### config.mk
export PLATFORM = sky130hd
export DESIGN_NAME = arf_sched
export DESIGN_NICKNAME = d
export VERILOG_FILES = /design/src/rtl/arf_sched.sv
export SDC_FILE = /design/constraint.sdc
export NUM_CORES = 2
export LEC_CHECK = 0
export ABC_CLOCK_PERIOD_IN_PS = 59600
export CAP_MARGIN = 15
export CORE_MARGIN = 4
export CORE_UTILIZATION = 35
export CTS_CLUSTER_SIZE = 28
export DETAILED_ROUTE_END_ITERATION = 8
export GPL_TIMING_DRIVEN = 0
export PLACE_DENSITY = 0.52
export REMOVE_ABC_BUFFERS = 1
export SETUP_SLACK_MARGIN = 0.5
export SLEW_MARGIN = 20
export SYNTH_ARGS = -nofsm -noshare
export SYNTH_HDL_FRONTEND = slang
export SYNTH_SLANG_ARGS = --single-unit
export TNS_END_PERCENT = 50
### constraint.sdc
create_clock -name clk -period 59.6 [get_ports clk]
set_clock_uncertainty 0.2 [all_clocks]
set_input_delay 8.94 -clock clk [delete_from_list [all_inputs] [get_ports clk]]
set_output_delay 8.94 -clock clk [all_outputs]
set_load 0.05 [all_outputs]
### src/rtl/arf_sched.sv
// arf_sched: evaluates the ARF dataflow graph over 26 loaded operands using a
// single shared W x W multiplier and a single shared W-bit adder, driven by a
// fixed 20-step micro-schedule, then returns the two results as a 2-beat burst.
//
// Handshake: a transfer happens on a rising edge where valid and ready are both
// high; the producer holds data stable while valid && !ready, and the ready/
// valid outputs of this block depend only on state, never on the peer's input.
module arf_sched #(
    parameter int W = 16
) (
    input  logic         clk,
    input  logic         rst,
    input  logic [W-1:0] in_data,
    input  logic         in_valid,
    output logic         in_ready,
    output logic [W-1:0] out_data,
    output logic         out_valid,
    input  logic         out_ready,
    output logic         out_last,
    output logic         busy
);

    typedef enum logic [1:0] {
        LOAD = 2'd0,
        COMP = 2'd1,
        OUT  = 2'd2
    } state_t;

    // Register file layout: operands 0..25 in load order, temporaries above.
    localparam int RF_N = 54;

    localparam logic [5:0] NA  = 6'd0;
    localparam logic [5:0] A1  = 6'd0;
    localparam logic [5:0] B1  = 6'd1;
    localparam logic [5:0] A2  = 6'd2;
    localparam logic [5:0] B2  = 6'd3;
    localparam logic [5:0] A3  = 6'd4;
    localparam logic [5:0] B3  = 6'd5;
    localparam logic [5:0] A4  = 6'd6;
    localparam logic [5:0] B4  = 6'd7;
    localparam logic [5:0] A5  = 6'd8;
    localparam logic [5:0] B5  = 6'd9;
    localparam logic [5:0] A6  = 6'd10;
    localparam logic [5:0] B6  = 6'd11;
    localparam logic [5:0] A7  = 6'd12;
    localparam logic [5:0] B7  = 6'd13;
    localparam logic [5:0] A8  = 6'd14;
    localparam logic [5:0] B8  = 6'd15;
    localparam logic [5:0] C13 = 6'd16;
    localparam logic [5:0] C14 = 6'd17;
    localparam logic [5:0] C15 = 6'd18;
    localparam logic [5:0] C16 = 6'd19;
    localparam logic [5:0] C17 = 6'd20;
    localparam logic [5:0] C18 = 6'd21;
    localparam logic [5:0] C21 = 6'd22;
    localparam logic [5:0] C22 = 6'd23;
    localparam logic [5:0] C23 = 6'd24;
    localparam logic [5:0] C24 = 6'd25;
    localparam logic [5:0] P1  = 6'd26;
    localparam logic [5:0] P2  = 6'd27;
    localparam logic [5:0] P3  = 6'd28;
    localparam logic [5:0] P4  = 6'd29;
    localparam logic [5:0] P5  = 6'd30;
    localparam logic [5:0] P6  = 6'd31;
    localparam logic [5:0] P7  = 6'd32;
    localparam logic [5:0] P8  = 6'd33;
    localparam logic [5:0] S9  = 6'd34;
    localparam logic [5:0] S10 = 6'd35;
    localparam logic [5:0] S11 = 6'd36;
    localparam logic [5:0] S12 = 6'd37;
    localparam logic [5:0] S13 = 6'd38;
    localparam logic [5:0] S14 = 6'd39;
    localparam logic [5:0] M15 = 6'd40;
    localparam logic [5:0] M16 = 6'd41;
    localparam logic [5:0] M17 = 6'd42;
    localparam logic [5:0] M18 = 6'd43;
    localparam logic [5:0] S19 = 6'd44;
    localparam logic [5:0] S20 = 6'd45;
    localparam logic [5:0] M21 = 6'd46;
    localparam logic [5:0] M22 = 6'd47;
    localparam logic [5:0] M23 = 6'd48;
    localparam logic [5:0] M24 = 6'd49;
    localparam logic [5:0] S25 = 6'd50;
    localparam logic [5:0] S26 = 6'd51;
    localparam logic [5:0] Y0  = 6'd52;
    localparam logic [5:0] Y1  = 6'd53;

    localparam logic [4:0] LAST_WORD = 5'd25;
    localparam logic [4:0] COMP_LAST = 5'd19;

    // One micro-op per COMP cycle: an optional multiply and an optional add.
    typedef struct packed {
        logic       mul_en;
        logic [5:0] ma;
        logic [5:0] mb;
        logic [5:0] md;
        logic       add_en;
        logic [5:0] aa;
        logic [5:0] ab;
        logic [5:0] ad;
    } uop_t;

    function automatic uop_t mk(input logic me, input logic [5:0] ma, input logic [5:0] mb,
                                input logic [5:0] md, input logic ae, input logic [5:0] aa,
                                input logic [5:0] ab, input logic [5:0] ad);
        uop_t u;
        u.mul_en = me;
        u.ma     = ma;
        u.mb     = mb;
        u.md     = md;
        u.add_en = ae;
        u.aa     = aa;
        u.ab     = ab;
        u.ad     = ad;
        return u;
    endfunction

    state_t       state;
    state_t       state_next;
    logic [4:0]   cnt;
    logic [4:0]   cnt_next;
    logic         load_en;
    logic         comp_en;
    uop_t         uop;
    logic [W-1:0] rf [RF_N];
    logic [W-1:0] mul_res;
    logic [W-1:0] add_res;

    // State and counter register; cnt is the load index, COMP step or OUT beat.
    always_ff @(posedge clk or posedge rst) begin
        if (rst) begin
            state <= LOAD;
            cnt   <= '0;
        end else begin
            state <= state_next;
            cnt   <= cnt_next;
        end
    end

    // Next-state logic and handshake outputs, all derived from state only.
    always_comb begin
        state_next = state;
        cnt_next   = cnt;
        in_ready   = 1'b0;
        out_valid  = 1'b0;
        out_last   = 1'b0;
        busy       = 1'b0;
        load_en    = 1'b0;
        comp_en    = 1'b0;
        case (state)
            LOAD: begin
                in_ready = 1'b1;
                if (in_valid) begin
                    load_en = 1'b1;
                    if (cnt == LAST_WORD) begin
                        state_next = COMP;
                        cnt_next   = '0;
                    end else begin
                        cnt_next = cnt + 5'd1;
                    end
                end
            end
            COMP: begin
                busy    = 1'b1;
                comp_en = 1'b1;
                if (cnt == COMP_LAST) begin
                    state_next = OUT;
                    cnt_next   = '0;
                end else begin
                    cnt_next = cnt + 5'd1;
                end
            end
            OUT: begin
                busy      = 1'b1;
                out_valid = 1'b1;
                out_last  = cnt[0];
                if (out_ready) begin
                    if (cnt[0]) begin
                        state_next = LOAD;
                        cnt_next   = '0;
                    end else begin
                        cnt_next = 5'd1;
                    end
                end
            end
            default: begin
                state_next = LOAD;
                cnt_next   = '0;
            end
        endcase
    end

    // Micro-schedule: each step only reads values written on an earlier step.
    always_comb begin
        uop = '0;
        case (cnt)
            5'd0:  uop = mk(1'b1, A1,  B1,  P1,  1'b0, NA,  NA,  NA);
            5'd1:  uop = mk(1'b1, A2,  B2,  P2,  1'b0, NA,  NA,  NA);
            5'd2:  uop = mk(1'b1, A3,  B3,  P3,  1'b1, P1,  P2,  S9);
            5'd3:  uop = mk(1'b1, A4,  B4,  P4,  1'b0, NA,  NA,  NA);
            5'd4:  uop = mk(1'b1, A5,  B5,  P5,  1'b1, P3,  P4,  S10);
            5'd5:  uop = mk(1'b1, A6,  B6,  P6,  1'b1, S10, C13, S13);
            5'd6:  uop = mk(1'b1, A7,  B7,  P7,  1'b1, P5,  P6,  S11);
            5'd7:  uop = mk(1'b1, A8,  B8,  P8,  1'b1, S11, C14, S14);
            5'd8:  uop = mk(1'b1, S13, C15, M15, 1'b1, P7,  P8,  S12);
            5'd9:  uop = mk(1'b1, S13, C17, M17, 1'b0, NA,  NA,  NA);
            5'd10: uop = mk(1'b1, S14, C16, M16, 1'b0, NA,  NA,  NA);
            5'd11: uop = mk(1'b1, S14, C18, M18, 1'b1, M15, M16, S19);
            5'd12: uop = mk(1'b1, S19, C21, M21, 1'b1, M17, M18, S20);
            5'd13: uop = mk(1'b1, S19, C23, M23, 1'b0, NA,  NA,  NA);
            5'd14: uop = mk(1'b1, S20, C22, M22, 1'b0, NA,  NA,  NA);
            5'd15: uop = mk(1'b1, S20, C24, M24, 1'b0, NA,  NA,  NA);
            5'd16: uop = mk(1'b0, NA,  NA,  NA,  1'b1, M21, M22, S25);
            5'd17: uop = mk(1'b0, NA,  NA,  NA,  1'b1, M23, M24, S26);
            5'd18: uop = mk(1'b0, NA,  NA,  NA,  1'b1, S9,  S25, Y0);
            5'd19: uop = mk(1'b0, NA,  NA,  NA,  1'b1, S12, S26, Y1);
            default: uop = '0;
        endcase
    end

    // The one shared multiplier and the one shared adder, truncated to W bits.
    always_comb begin
        mul_res = rf[uop.ma] * rf[uop.mb];
        add_res = rf[uop.aa] + rf[uop.ab];
    end

    // Register file: operand capture in LOAD, result write-back in COMP.
    always_ff @(posedge clk or posedge rst) begin
        if (rst) begin
            for (int i = 0; i < RF_N; i++) begin
                rf[i] <= '0;
            end
        end else begin
            if (load_en) begin
                rf[{1'b0, cnt}] <= in_data;
            end
            if (comp_en && uop.mul_en) begin
                rf[uop.md] <= mul_res;
            end
            if (comp_en && uop.add_en) begin
                rf[uop.ad] <= add_res;
            end
        end
    end

    // Result word is zero outside OUT so nothing stale is ever presented.
    always_comb begin
        out_data = '0;
        if (state == OUT) begin
            out_data = cnt[0] ? rf[Y1] : rf[Y0];
        end
    end

endmodule
==> metrics.md <==
| Metric | Value |
|---|---|
| Status | finished, final reports clean |
| CTS clock-pin slew for the worst setup and hold paths | 0.06 ns |
| Worst path required time | approximately 50 ns |
| Routed WL | around 270 mm |
| Die Width | between 400 and 500 µm |
| Ys flop type | dfrtp_1 |
| FF+latch count, synth | between 800 and 900 |
| Synth Area in XOR/XNOR | 0.857% |
| CTS-repair resized insts | 0 |
| Initial antenna violation count | 15 |
| Die Y | between 400 and 500 µm |
| Post-CTS Setup Bufs | 0 |
| Initial core utilization | around a third |
| Total core area | about 0.17 mm² |
| Setup TNS Final | 0 ns |
| DR DRC count | 0 |
| Area delta synth->final | 17.4% |
| Yosys warns | 0 |
| H-tree Lvls | 3 |
| Minimum clock period | roughly 13 ns |
| Max-slew violation count | 0 |
| CP Class | reg2out |
| Worst Max-Slew Pin Slew | between 1 and 1.5 ns |
| Clk Latency, worst-skew pair | a little under 0.8 ns |
| Post-layout util | about two fifths |
| Sequential fraction of the synthesis area | 35.4% |
| GRT Total Usage | 29.2% |
| Largest family of logic cells by synthesized area | multiplexers |
| Post-Synth Adder-Cell Area | about 4.3% |
| Async SR Flop Fraction | 100% |
| Ports | 40 |
| HP Class | reg2reg |
| Highest clock rate | about 0.076 GHz |
| CP Capture Type | primary output |
| Synthesized cell area | 0.0616 mm² |
| Vias in the first global route | 54,200 |
| FP Rows | 153 |
| Multi-input logic area | 0.0374 mm² |
| CTS tree | yes |
| Total CTS buffers | between 100 and 150 |
| Largest net degree at the start of global routing | 96 |
| Distinct cell type count after synthesis | 83 |
| Post-synthesis compound-gate area fraction | between 10 and 15% |
| Clock sink count | around 870 |
| Final Hold Fails | 0 |
| DR vias/cell | around 6.2 |
| DP Wirelength | 187 mm |
| DR WL/cell | around 30 µm |
| GRT overflow | 0 |
| DR pass1 iterations | 8 |
| Post-route antenna net violation count | 0 |
| Via count | 56,700 |
| Mapped Cells | between 6,000 and 7,000 |
| Final Cycle Share | between 20% and 30% |
| Critical path launch point type | flip-flop |
| Slew headroom | about a tenth |
| Fillcell total | 16,800 |
| Max-cap violations | 0 |
| Final Setup Violations | 0 |
| Crit path max fanout | 18 |
| Synthesized area per cell | 8.83 µm² |
| # hold bufs at CTS | 0 |
| Simple-Gate Fraction of Synth Area | a little under a fifth |
| Post-synth EDFFs | 0 |
| Initial DRC count | 7,297 |
| Area taken by flip-flops and latches | 0.0218 mm² |
| Port Buffer Count | 39 |
| GPL Wtd Cong | ~0.90 |
| Final net count | between 6,000 and 7,000 |
| Critical Path AT | roughly 4 ns |
| Clk root buf | clkbuf_16 |
| RSZ-0062 raised after global routing | false |
| Layout cells sized above 1 | between 10% and 20% |
| Max Root-Sink Buffers | 3 |
| Post-synthesis mux area share | 21.9% |
| DIE AREA | around 0.18 mm² |
| First-pass GRT wire length | 392 mm |
[area by class of cell]
class,instances,share of cell area [%]
diodes,6,0.0208
clock inverters,33,0.632
well taps,2325,4.02
multi-input cells,5303,51.7
flip-flops and latches,871,30.2
inverters,173,0.912
clock buffers,151,4.20
repair buffers,289,8.35
[per-layer routing]
layer | part of all wire (%) | global-route usage [%]
met5 | 0.060 | 0
met3 | 11 | 8.00
met2 | 43 | 43.3
met1 | 40 | 38.6
met4 | 6.6 | 16.0
[worst paths after layout]
| check | from | endpoint | slack, ns | cells past startpoint |
|---|---|---|---|---|
| min reg2reg | rf[169] | rf[169] | 0.30 | 2 |
| min in group asynchronous | rst | rf[714] | 8.51 | 2 |
| max | state[0] | out_data[13] | 46.43 | 5 |
| min | rf[169] | rf[169] | 0.30 | 2 |
| max reg2reg | cnt[1] | rf[47] | 47.61 | 33 |
| max in group asynchronous | rst | rf[47] | 48.92 | 5 |
[cell usage in the layout (no fill, tap or decap), types with 24 or more instances in the layout]
cell type and n:
ha_1 80, mux4_2 242, nand2_2 48, dfrtp_1 866, and3_1 96, nor2_4 36
buf_12 40, a311oi_1 74, nand2_1 1663, inv_1 170, a22oi_1 28, nor2b_1 42
a31oi_1 72, o22ai_1 24, nor3_1 28, nand3_1 417, o21ai_0 489, o211ai_1 37
mux2_2 469, clkbuf_16 104, mux2i_1 278, or2_2 25, clkbuf_8 26, nor2_1 319
fa_1 80, buf_8 25, a211oi_1 92, buf_16 154, a21oi_1 339
[through the flow]
stage                     hold WS, ns  worst slack [ns]  cell area [µm²]  cells
after detailed placement        0.295             47.08            68800   8961
after global placement          0.279             13.39            62100   8711
after global routing            0.316             46.24            72300   9146
after CTS                       0.307             46.28            72300   9145
after floorplan                 0.266             25.98            58800   6347
final                           0.299             46.43            72300   9151
[logic make-up (layout without fill, tap and decap cells)]
| group | after synthesis | after routing |
|---|---|---|
| XOR/XNOR | 53 | 53 |
| AND/OR/NAND/NOR | 2777 | 2777 |
| other | 0 | 6 |
| multiplexers | 989 | 989 |
| adder cells (fa/ha/maj) | 164 | 164 |
| flip-flops | 871 | 871 |
| AO/OA/AOI/OAI | 1320 | 1320 |
| buffers and inverters | 806 | 646 |
[worst max-delay path: stages, from the launching register on]
cell and delay (ns):
dfrtp_1 0.43, inv_1 0.10, ha_1 0.23, clkinv_1 0.86
nor2_1 0.73, clkdlybuf4s50_1 0.91
[cells in the mapped netlist, drive strengths merged (172+ instances only)]
master	number	area, µm²
mux4	242	5450
nor2	360	1360
o21ai	510	2560
mux2	469	5280
nand3	422	2130
inv	172	648
mux2i	278	2780
dfrtp	871	21800
clkbuf	430	1610
buf	203	1190
a21oi	344	1730
nand2	1714	6440
[state kept, by name, indices dropped and copies added (netlist names)]
signal	flops
cnt	5
rf	864
state	2
Power is left out: the tool's default activity adds up to more than one toggle a clock period on the data nets, which glitch-free logic cannot reach.
